===== src/rtl/multi_channel_msg_queue_if.sv =====
// Handshake bundle for multi_channel_msg_queue: per-channel write ports,
// one registered read port, and per-channel occupancy/almost-full status.
//   master: producers/consumer side (drives wr_valid, wr_data, rd_ready)
//   slave : queue side (drives wr_ready, rd_*, level, almost_full)
interface multi_channel_msg_queue_if #(
    parameter int MSG_WIDTH  = 8,
    parameter int DEPTH_LOG2 = 3,
    parameter int NUM_CH     = 2
);
    localparam int CH_W = $clog2(NUM_CH);
    localparam int PW   = DEPTH_LOG2 + 1;

    logic [NUM_CH-1:0]           wr_valid;
    logic [NUM_CH*MSG_WIDTH-1:0] wr_data;
    logic [NUM_CH-1:0]           wr_ready;
    logic                        rd_valid;
    logic [MSG_WIDTH-1:0]        rd_data;
    logic [CH_W-1:0]             rd_ch;
    logic                        rd_ready;
    logic [NUM_CH*PW-1:0]        level;
    logic [NUM_CH-1:0]           almost_full;

    modport master (
        output wr_valid, wr_data, rd_ready,
        input  wr_ready, rd_valid, rd_data, rd_ch, level, almost_full
    );

    modport slave (
        input  wr_valid, wr_data, rd_ready,
        output wr_ready, rd_valid, rd_data, rd_ch, level, almost_full
    );
endinterface


===== src/rtl/multi_channel_msg_queue.sv =====
// NUM_CH circular FIFOs drained by an arbiter into one registered output.
// Ports: clock, reset_n (async active-low), bus (slave modport of
// multi_channel_msg_queue_if). Macro QUEUE_STRICT_PRIO_EN selects a
// fixed-priority arbiter (lowest index wins); default is round-robin.
module multi_channel_msg_queue #(
    parameter int MSG_WIDTH   = 8,
    parameter int DEPTH_LOG2  = 3,
    parameter int NUM_CH      = 2,
    parameter int AFULL_LEVEL = 6
) (
    input  logic                     clock,
    input  logic                     reset_n,
    multi_channel_msg_queue_if.slave bus
);
    localparam int DEPTH = 1 << DEPTH_LOG2;
    localparam int PW    = DEPTH_LOG2 + 1;
    localparam int CH_W  = $clog2(NUM_CH);

    typedef logic [PW-1:0] ptr_t;

    ptr_t                 wr_ptr_q [NUM_CH];
    ptr_t                 wr_ptr_d [NUM_CH];
    ptr_t                 rd_ptr_q [NUM_CH];
    ptr_t                 rd_ptr_d [NUM_CH];
    logic [MSG_WIDTH-1:0] mem_q    [NUM_CH][DEPTH];

    logic                 rd_valid_q, rd_valid_d;
    logic [MSG_WIDTH-1:0] rd_data_q, rd_data_d;
    logic [CH_W-1:0]      rd_ch_q, rd_ch_d;
`ifndef QUEUE_STRICT_PRIO_EN
    logic [CH_W-1:0]      last_grant_q, last_grant_d;
`endif

    ptr_t              lvl [NUM_CH];
    logic [NUM_CH-1:0] full;
    logic [NUM_CH-1:0] empty;
    logic [NUM_CH-1:0] push;
    logic              load;
    logic              gnt_found;
    logic [CH_W-1:0]   gnt_idx;

    // Wrap bit makes wr-rd a true occupancy count (0..DEPTH).
    for (genvar c = 0; c < NUM_CH; c++) begin : g_ch
        assign lvl[c]   = wr_ptr_q[c] - rd_ptr_q[c];
        assign full[c]  = (lvl[c] == ptr_t'(DEPTH));
        assign empty[c] = (lvl[c] == '0);
        assign push[c]  = bus.wr_valid[c] & ~full[c];
        assign bus.level[c*PW +: PW] = lvl[c];
        assign bus.almost_full[c]    = (lvl[c] >= ptr_t'(AFULL_LEVEL));
    end

    assign bus.wr_ready = ~full;
    assign bus.rd_valid = rd_valid_q;
    assign bus.rd_data  = rd_data_q;
    assign bus.rd_ch    = rd_ch_q;

    assign load = ~rd_valid_q | bus.rd_ready;

    // Arbiter looks at pre-write occupancy, so a fresh write is never
    // visible on rd_* until one edge after it is accepted.
    always_comb begin
        gnt_found = 1'b0;
        gnt_idx   = '0;
`ifdef QUEUE_STRICT_PRIO_EN
        for (int c = NUM_CH - 1; c >= 0; c--) begin
            if (!empty[c]) begin
                gnt_found = 1'b1;
                gnt_idx   = CH_W'(c);
            end
        end
`else
        // Scan backwards so the last hit is the nearest after last_grant.
        for (int i = NUM_CH; i >= 1; i--) begin
            if (!empty[(int'(last_grant_q) + i) % NUM_CH]) begin
                gnt_found = 1'b1;
                gnt_idx   = CH_W'((int'(last_grant_q) + i) % NUM_CH);
            end
        end
`endif
    end

    always_comb begin
        wr_ptr_d   = wr_ptr_q;
        rd_ptr_d   = rd_ptr_q;
        rd_valid_d = rd_valid_q;
        rd_data_d  = rd_data_q;
        rd_ch_d    = rd_ch_q;
`ifndef QUEUE_STRICT_PRIO_EN
        last_grant_d = last_grant_q;
`endif
        for (int c = 0; c < NUM_CH; c++) begin
            if (push[c]) begin
                wr_ptr_d[c] = wr_ptr_q[c] + ptr_t'(1);
            end
        end
        if (load) begin
            rd_valid_d = gnt_found;
            if (gnt_found) begin
                rd_ptr_d[gnt_idx] = rd_ptr_q[gnt_idx] + ptr_t'(1);
                rd_data_d = mem_q[gnt_idx][rd_ptr_q[gnt_idx][DEPTH_LOG2-1:0]];
                rd_ch_d   = gnt_idx;
`ifndef QUEUE_STRICT_PRIO_EN
                last_grant_d = gnt_idx;
`endif
            end
        end
    end

    always_ff @(posedge clock or negedge reset_n) begin
        if (!reset_n) begin
            for (int c = 0; c < NUM_CH; c++) begin
                wr_ptr_q[c] <= '0;
                rd_ptr_q[c] <= '0;
            end
            rd_valid_q <= 1'b0;
            rd_data_q  <= '0;
            rd_ch_q    <= '0;
`ifndef QUEUE_STRICT_PRIO_EN
            last_grant_q <= CH_W'(NUM_CH - 1);
`endif
        end else begin
            wr_ptr_q   <= wr_ptr_d;
            rd_ptr_q   <= rd_ptr_d;
            rd_valid_q <= rd_valid_d;
            rd_data_q  <= rd_data_d;
            rd_ch_q    <= rd_ch_d;
`ifndef QUEUE_STRICT_PRIO_EN
            last_grant_q <= last_grant_d;
`endif
        end
    end

    // Storage holds no control state, so it is left unreset.
    always_ff @(posedge clock) begin
        for (int c = 0; c < NUM_CH; c++) begin
            if (push[c]) begin
                mem_q[c][wr_ptr_q[c][DEPTH_LOG2-1:0]] <=
                    bus.wr_data[c*MSG_WIDTH +: MSG_WIDTH];
            end
        end
    end
endmodule


===== src/flat_wrapper.sv =====
// flat-port wrapper written by rule: the top's interface ports become plain ports
module multi_channel_msg_queue_flat 
#(
    parameter int MSG_WIDTH   = 8,
    parameter int DEPTH_LOG2  = 3,
    parameter int NUM_CH      = 2,
    parameter int AFULL_LEVEL = 6
)
  (clock, reset_n, bus_wr_valid, bus_wr_data, bus_rd_ready, bus_wr_ready, bus_rd_valid, bus_rd_data, bus_rd_ch, bus_level, bus_almost_full);
  multi_channel_msg_queue_if #(.MSG_WIDTH(MSG_WIDTH), .DEPTH_LOG2(DEPTH_LOG2), .NUM_CH(NUM_CH)) bus_i ();
  input  logic clock;
  input  logic reset_n;
  input wire logic [$bits(bus_i.wr_valid)-1:0] bus_wr_valid;
  input wire logic [$bits(bus_i.wr_data)-1:0] bus_wr_data;
  input wire logic [$bits(bus_i.rd_ready)-1:0] bus_rd_ready;
  output wire logic [$bits(bus_i.wr_ready)-1:0] bus_wr_ready;
  output wire logic [$bits(bus_i.rd_valid)-1:0] bus_rd_valid;
  output wire logic [$bits(bus_i.rd_data)-1:0] bus_rd_data;
  output wire logic [$bits(bus_i.rd_ch)-1:0] bus_rd_ch;
  output wire logic [$bits(bus_i.level)-1:0] bus_level;
  output wire logic [$bits(bus_i.almost_full)-1:0] bus_almost_full;
  assign bus_i.wr_valid = bus_wr_valid;
  assign bus_i.wr_data = bus_wr_data;
  assign bus_i.rd_ready = bus_rd_ready;
  assign bus_wr_ready = bus_i.wr_ready;
  assign bus_rd_valid = bus_i.rd_valid;
  assign bus_rd_data = bus_i.rd_data;
  assign bus_rd_ch = bus_i.rd_ch;
  assign bus_level = bus_i.level;
  assign bus_almost_full = bus_i.almost_full;
  multi_channel_msg_queue #(.MSG_WIDTH(MSG_WIDTH), .DEPTH_LOG2(DEPTH_LOG2), .NUM_CH(NUM_CH), .AFULL_LEVEL(AFULL_LEVEL)) u_core (.clock(clock), .reset_n(reset_n), .bus(bus_i));
endmodule

===== config.mk =====
export PLATFORM = sky130hd
export DESIGN_NAME = multi_channel_msg_queue_flat
export DESIGN_NICKNAME = d
export VERILOG_FILES = /design/src/rtl/multi_channel_msg_queue_if.sv /design/src/rtl/multi_channel_msg_queue.sv /design/src/flat_wrapper.sv
export SDC_FILE = /design/constraint.sdc
export NUM_CORES = 1
export LEC_CHECK = 0
export BUFFER_PORTS_ARGS = -buffer_cell sky130_fd_sc_hd__buf_2
export CORE_MARGIN = 4
export CORE_UTILIZATION = 50
export DETAILED_ROUTE_END_ITERATION = 16
export GPL_ROUTABILITY_DRIVEN = 0
export PLACE_DENSITY = 0.79
export SYNTH_ARGS = -nofsm -noshare
export SYNTH_HDL_FRONTEND = slang
export SYNTH_SLANG_ARGS = --single-unit

===== constraint.sdc =====
create_clock -name clock -period 3.2 [get_ports clock]
set_input_delay 0.64 -clock clock [delete_from_list [all_inputs] [get_ports clock]]
set_output_delay 0.64 -clock clock [all_outputs]
set_load 0.1 [all_outputs]

==> results by group, run 1 <==
Outcome
  – Status: completed

Synthesis
  – Yosys top cell by area: edfxtp_1
  – Synth warn: 0
  – Dominant synthesized flop cell: edfxtp_1
  – Largest cells by area after synthesis: edfxtp_1 59%, dfrtp_1 10%, mux4_2 5.9%
  – Register area share after synthesis: 69.3%
  – Mapped Area: 6520 um2
  – Synthesized flop and latch total: 155
  – Synth async-reset ratio: 17.4%
  – Syn_nets: 421
  – Synth unique cells: 50
  – Post-synth top area share: 59.0%
  – Number of flops mapped to enable cells by yosys: 128
  – Post-Synthesis Cells: 389
  – Mean post-synth cell area: 16.8 um2

Detailed routing
  – Total Wirelength: 13.4 mm
  – Final antenna-violating net count: 0
  – DRT Pass-1 Iters: 4
  – DR vias/cell: 5.60
  – Total number of vias: 3650
  – DRC viols: 0
  – Wire length per cell: 20.6 um
  – DRT iter0 DRCs: 226

Floorplanning
  – Die height: 122 um
  – Initial core utilization: 51.4%
  – # rows: 41
  – DIE AREA: 14900 um2
  – Die width: 122 um
  – Core ar.: 12700 um2
  – I/O pin count: 43

Placement
  – DP Wirelength: 9.03 mm
  – I/O Buffers: 42
  – Post-DP Area: 7510 um2

STA
  – Final setup fails: 0
  – Final-report hold violation count: 0
  – Hold Slack: 0.232 ns
  – Tcrit/Tclk final: 100%
  – Clock skew: 0.00663 ns
  – Worst-Margin Slew: 0.706 ns
  – Fmax: 313 MHz
  – Final Max Slew Viols: 0
  – Final min period: 3.20 ns
  – Slew margin rel.: 52.6%
  – RSZ-0062 raised after global routing: true

Worst setup path
  – Critical Path RT: 2.56 ns
  – Critical path arrival: 2.56 ns
  – WP buf/inv: 4
  – Critical Path Max Stage Delay: 0.44 ns
  – Worst setup EP type: primary output
  – CP delay by family, top: simple AND/OR/NAND/NOR gates
  – Kind of critical path: reg2out
  – Critical path peak fanout: 2
  – Startpoint Class: register
  – CP cell instances: inv_8 -> ha_4 -> inv_2 -> fa_2 -> xor2_4 -> or3_4 -> buf_6 -> or2b_4 -> buf_12
  – Worst path slowest cell: dfrtp_2

Global routing
  – Pin count of the biggest net entering global routing: 38
  – Met3 GRT Util: 5.39%
  – First-pass GRT wire length: 21.1 mm
  – M1 GR Usage: 24.6%
  – Grt met2 use: 32.0%
  – Initial antenna violation count: 1
  – Vias in the first global route: 3970
  – GRT overflow: 0
  – Gr busiest metal: met2
  – All-Layer GR Usage: 19.5%

CTS
  – Skew-Pair Late Insertion Delay: 0.42 ns
  – Clock tree from TritonCTS: done
  – Clock Root Buffer: clkbuf_16
  – CTS clk-pin slew, worst paths: 0.06 ns
  – Clock Sinks: 155
  – Maximum root-to-sink buffer count: 2
  – H-tree depth: 4
  – Num CTS Buffers: 17

Layout
  – Final instance area: 8220 um2
  – Share of layout cells above drive strength 1: 39.0%
  – Final nets: 499
  – Commonest non-fill, non-tap cell in the layout: edfxtp_1
  – Most frequent cells in the layout: 128 x edfxtp_1, 33 x buf_2, 31 x buf_4, 25 x dfrtp_1, 21 x mux2i_1
  – Fill count: 848
  – Antenna diode count: 0
  – Area Growth Syn to Fin: 26.0%

Hold path
  – Class of the worst hold path: in2async

Job
  – # Max-Cap Violations: 0
==> worst register-to-register path, stage by stage (launching register included) <==
cell	delay [ns]
dfrtp_1	0.41
inv_4	0.09
ha_4	0.13
inv_2	0.04
fa_2	0.52
nor3_4	0.26
nand3b_1	0.20
o2bb2ai_4	0.23
buf_4	0.16
mux2i_1	0.11
buf_4	0.17
a2111oi_0	0.52
a311oi_2	0.12
==> state kept, by name, summed over array words and instances, names as in the netlist <==
signal,count
u_core.mem_q,128
u_core.bus.rd_data,8
u_core.rd_ptr_q,8
u_core.wr_ptr_q,8
u_core.bus.rd_ch,1
u_core.bus.rd_valid,1
u_core.last_grant_q,1
==> routing by layer <==
metal	vias to the layer above	wire [um]
li1	1681	-
met1	1809	5490
met2	123	6740
met5	-	7
met3	35	791
met4	2	414
==> cells in the mapped netlist, types with 2 or more instances <==
| master | number |
|---|---|
| nor4_1 | 5 |
| inv_1 | 11 |
| a21o_1 | 2 |
| o211ai_1 | 7 |
| a31o_2 | 2 |
| nor2b_1 | 5 |
| buf_1 | 3 |
| a211oi_1 | 2 |
| nand3b_1 | 3 |
| nand2_1 | 21 |
| a21oi_1 | 3 |
| xnor2_1 | 10 |
| nand3_1 | 6 |
| mux4_2 | 17 |
| edfxtp_1 | 128 |
| clkbuf_1 | 6 |
| ha_1 | 9 |
| nand2b_1 | 6 |
| mux2i_1 | 22 |
| nor4b_1 | 2 |
| a311oi_1 | 4 |
| buf_4 | 2 |
| fa_1 | 2 |
| a2111oi_0 | 5 |
| nor2_1 | 15 |
| nor3_1 | 8 |
| mux2_2 | 16 |
| nor3b_1 | 3 |
| a31oi_1 | 4 |
| xor2_1 | 6 |
| o2111ai_1 | 2 |
| buf_2 | 6 |
| dfrtp_1 | 26 |
| or3_1 | 4 |
==> what timing repair did <==
action,CTS,global route
resized for setup,7,1
setup endpoints to repair,2,2
hold buffers,0,0
pin swaps,3,2
buffers inserted,4,1
hold endpoints to repair,0,0
==> per-stage QoR <==
| step | setup TNS, ns | worst slack [ns] | instances | util, % |
|---|---|---|---|---|
| floorplan | -18.82 | -0.287 | 389 | - |
| global placement | 0 | 0.0672 | 615 | 59.3 |
| detailed placement | -0.0325 | -0.0325 | 615 | 59.3 |
| CTS | -0.0176 | -0.0176 | 651 | 64.6 |
| global route | -0.121 | -0.0711 | 652 | 64.8 |
| finish | 0 | 0.00158 | 652 | 64.8 |
==> kinds of logic (layout without fill, tap and decap cells) <==
kind of cell               count (synthesis)  count (layout)  share of synthesized area [%]
DFF                                      155             155                           69.3
and+or+nand+nor                           84              84                           6.79
muxes                                     56              56                           12.4
AOI/OAI and AO/OA                         37              37                           4.82
buffers and inverters                     29             120                           1.94
xor gates and xnor gates                  17              17                           2.40
adders and majority gates                 11              11                           2.34
==> area by class of cell <==
class                   instances  area [um2]  share of cell area (%)
well taps                     172         215                    2.62
clock inverters                14         195                    2.38
flip-flops and latches        155        4520                    55.0
clock buffers                  18         429                    5.22
repair buffers                 76         629                    7.66
multi-input cells             205        2170                    26.4
inverters                      12        57.6                   0.701
==> final timing paths <==
kind	from	endpoint	slack (ns)	cells past startpoint
setup reg to reg	u_core.wr_ptr_q[4]$_DFFE_PN0P_	u_core.bus.rd_data[5]$_DFFE_PN0P_	0.07	12
hold / removal	reset_n	u_core.wr_ptr_q[4]$_DFFE_PN0P_	0.23	1
hold reg to reg	u_core.last_grant_q$_DFFE_PN1P_	u_core.last_grant_q$_DFFE_PN1P_	0.48	2
min in group clock	u_core.last_grant_q$_DFFE_PN1P_	u_core.last_grant_q$_DFFE_PN1P_	0.48	2
setup / recovery	u_core.wr_ptr_q[0]$_DFFE_PN0P_	bus_wr_ready[1]	0.002	9
max in group asynchronous	reset_n	u_core.wr_ptr_q[0]$_DFFE_PN0P_	2.52	1
Power of run 1 is not shown: default switching activity piles up to over one toggle a cycle in this logic, so the estimate is an artifact.
==> inputs of run 2 (changes only) <==
--- a/config.mk
+++ b/config.mk
@@ -7,10 +7,10 @@
 export LEC_CHECK = 0
 export BUFFER_PORTS_ARGS = -buffer_cell sky130_fd_sc_hd__buf_2
 export CORE_MARGIN = 4
-export CORE_UTILIZATION = 50
+export CORE_UTILIZATION = 54
 export DETAILED_ROUTE_END_ITERATION = 16
 export GPL_ROUTABILITY_DRIVEN = 0
-export PLACE_DENSITY = 0.79
+export PLACE_DENSITY = 0.84
 export SYNTH_ARGS = -nofsm -noshare
 export SYNTH_HDL_FRONTEND = slang
 export SYNTH_SLANG_ARGS = --single-unit
==> run 2 against run 1 <==
- the run now ends with negative setup slack left
- global-route usage is 1.1 points higher
- sequential share of layout area is 0.25 points lower
- first-iteration DRC count is 23% higher
- die area is 6.9% lower
- critical path depth stayed put
- register-to-register slack worse by 0.07 ns
- design area is 0.46% higher
- worst setup slack worse by 0.020 ns
- final cell count is 3.5% lower
- wire length is 0.48% higher
- utilization is 6.2 points higher
- clock skew hardly changed
- critical endpoint unchanged
- highest routed layer is now met4
==> results by group, run 2 (synthesis results as in run 1) <==
Layout
  – Core Util, Final: 71.1%
  – Share of layout cells above drive strength 1: 39.5%
  – Max FFs per register: 128
  – Area Growth Syn to Fin: 26.6%
  – Commonest non-fill, non-tap cell in the layout: edfxtp_1
  – Fill count: 697
  – Final nets: 505
  – Most frequent cells in the layout: 128 x edfxtp_1, 38 x buf_4, 33 x buf_2, 25 x dfrtp_1, 21 x mux2i_1
  – Antenna diode count: 0

STA
  – Clock skew: 0.00653 ns
  – RSZ-0062 raised after global routing: true
  – Final-report hold violation count: 0
  – Final worst setup slack: -0.0189 ns
  – Fmax: 311 MHz
  – Slew margin rel.: 54.8%
  – Final min period: 3.22 ns
  – Tcrit/Tclk final: 101%
  – Final setup fails: 2
  – Worst-Margin Slew: 0.675 ns
  – Final Max Slew Viols: 0

Detailed routing
  – DR vias/cell: 5.97
  – Wire length per cell: 21.5 um
  – DRT iter0 DRCs: 278
  – DRT Pass-1 Iters: 4
  – DRC viols: 0
  – Total Wirelength: 13.5 mm
  – Total number of vias: 3758
  – Final antenna-violating net count: 0

CTS
  – Clock tree from TritonCTS: done
  – H-tree depth: 4
  – CTS clk-pin slew, worst paths: 0.06 ns
  – Skew-Pair Late Insertion Delay: 0.42 ns
  – Num CTS Buffers: 17
  – Maximum root-to-sink buffer count: 2
  – # hold bufs at CTS: 0
  – Clock Sinks: 155
  – Clock Root Buffer: clkbuf_16

Outcome
  – Failing checks: negative setup slack
  – Status: finished, violations left

Worst setup path
  – Critical path peak fanout: 2
  – Worst reg2reg path depth: 11
  – Kind of critical path: reg2out
  – Reg-to-reg startpoint: u_core.wr_ptr_q[0]$_DFFE_PN0P_
  – RR Endpoint: u_core.bus.rd_data[3]$_DFFE_PN0P_
  – Reg2Reg Setup Slack: 0 ns
  – Startpoint Class: register
  – Critical path arrival: 2.58 ns
  – Critical Path RT: 2.56 ns
  – Worst setup EP type: primary output

Job
  – # Max-Cap Violations: 0

Global routing
  – GRT overflow: 0
  – Pin count of the biggest net entering global routing: 39
  – Vias in the first global route: 3850
  – Initial antenna violation count: 0
  – First-pass GRT wire length: 21.4 mm
  – All-Layer GR Usage: 20.5%

Floorplanning
  – # rows: 39
  – Core ar.: 11600 um2
  – Die height: 118 um
  – DIE AREA: 13900 um2
  – I/O pin count: 43
  – Initial core utilization: 56.1%
  – Die width: 118 um

Placement
  – I/O Buffers: 42
  – DP Wirelength: 8.86 mm
  – Dpl ws: -0.0251 ns

Hold path
  – Class of the worst hold path: in2async
==> run 2: worst max-delay path by stage <==
stage	start	to	slack, ns	cells after the start
after global routing	u_core.wr_ptr_q[0]$_DFFE_PN0P_	u_core.bus.rd_data[3]$_DFFE_PN0P_	-0.12	11
final	u_core.wr_ptr_q[0]$_DFFE_PN0P_	bus_wr_ready[1]	-0.02	9
after detailed placement	u_core.wr_ptr_q[0]$_DFFE_PN0P_	u_core.bus.rd_data[3]$_DFFE_PN0P_	-0.03	11
after global placement	u_core.wr_ptr_q[0]$_DFFE_PN0P_	u_core.bus.rd_data[3]$_DFFE_PN0P_	0.06	11
after CTS	u_core.wr_ptr_q[0]$_DFFE_PN0P_	bus_wr_ready[1]	-0.02	9
after floorplan	u_core.wr_ptr_q[0]$_DFFE_PN0P_	u_core.mem_q[1][40]$_DFFE_PP_	-0.29	11
==> run 2: area by class of cell <==
type / count / area, um2 / area share, %
multi-input cells: 205 / 2160 / 26.2
clock buffers: 17 / 425 / 5.15
inverters: 12 / 60.1 / 0.728
well taps: 143 / 179 / 2.17
flip-flops and latches: 155 / 4520 / 54.8
repair buffers: 82 / 662 / 8.02
clock inverters: 15 / 244 / 2.96
==> run 2: through the flow <==
step | setup TNS [ns] | instances | hold WS [ns] | area (um2)
2_1_floorplan | -18.82 | 389 | 0.344 | 6840
5_1_grt | -0.274 | 629 | 0.271 | 8250
6_report | -0.0237 | 629 | 0.232 | 8250
3_5_place_dp | -0.0251 | 585 | 0.471 | 7470
4_1_cts | -0.0237 | 621 | 0.230 | 8190
3_3_place_gp | 0 | 585 | 0.468 | 7470
==> run 2: worst max-delay path, stage by stage (launching register included) <==
cell	delay (ns)
dfrtp_2	0.44
inv_8	0.06
ha_4	0.12
inv_2	0.03
fa_2	0.38
xor2_4	0.17
or3_4	0.39
buf_6	0.13
or2b_4	0.26
buf_12	0.17
==> run 2: timing repair <==
action,in CTS,in global routing
buffers inserted,4,8
hold endpoints to repair,0,0
pin swaps,3,5
gates resized for setup,7,1
endpoints found under the setup margin,3,3
==> run 2: routing by layer <==
metal | global-route usage (%) | share of wire [%] | vias up
met5 | 0 | 0 | -
met4 | 8.21 | 3.0 | 0
met3 | 5.48 | 5.8 | 31
met2 | 33.0 | 51 | 126
met1 | 26.8 | 40 | 1913
li1 | - | - | 1688
Power of run 2 is left out for the same reason.
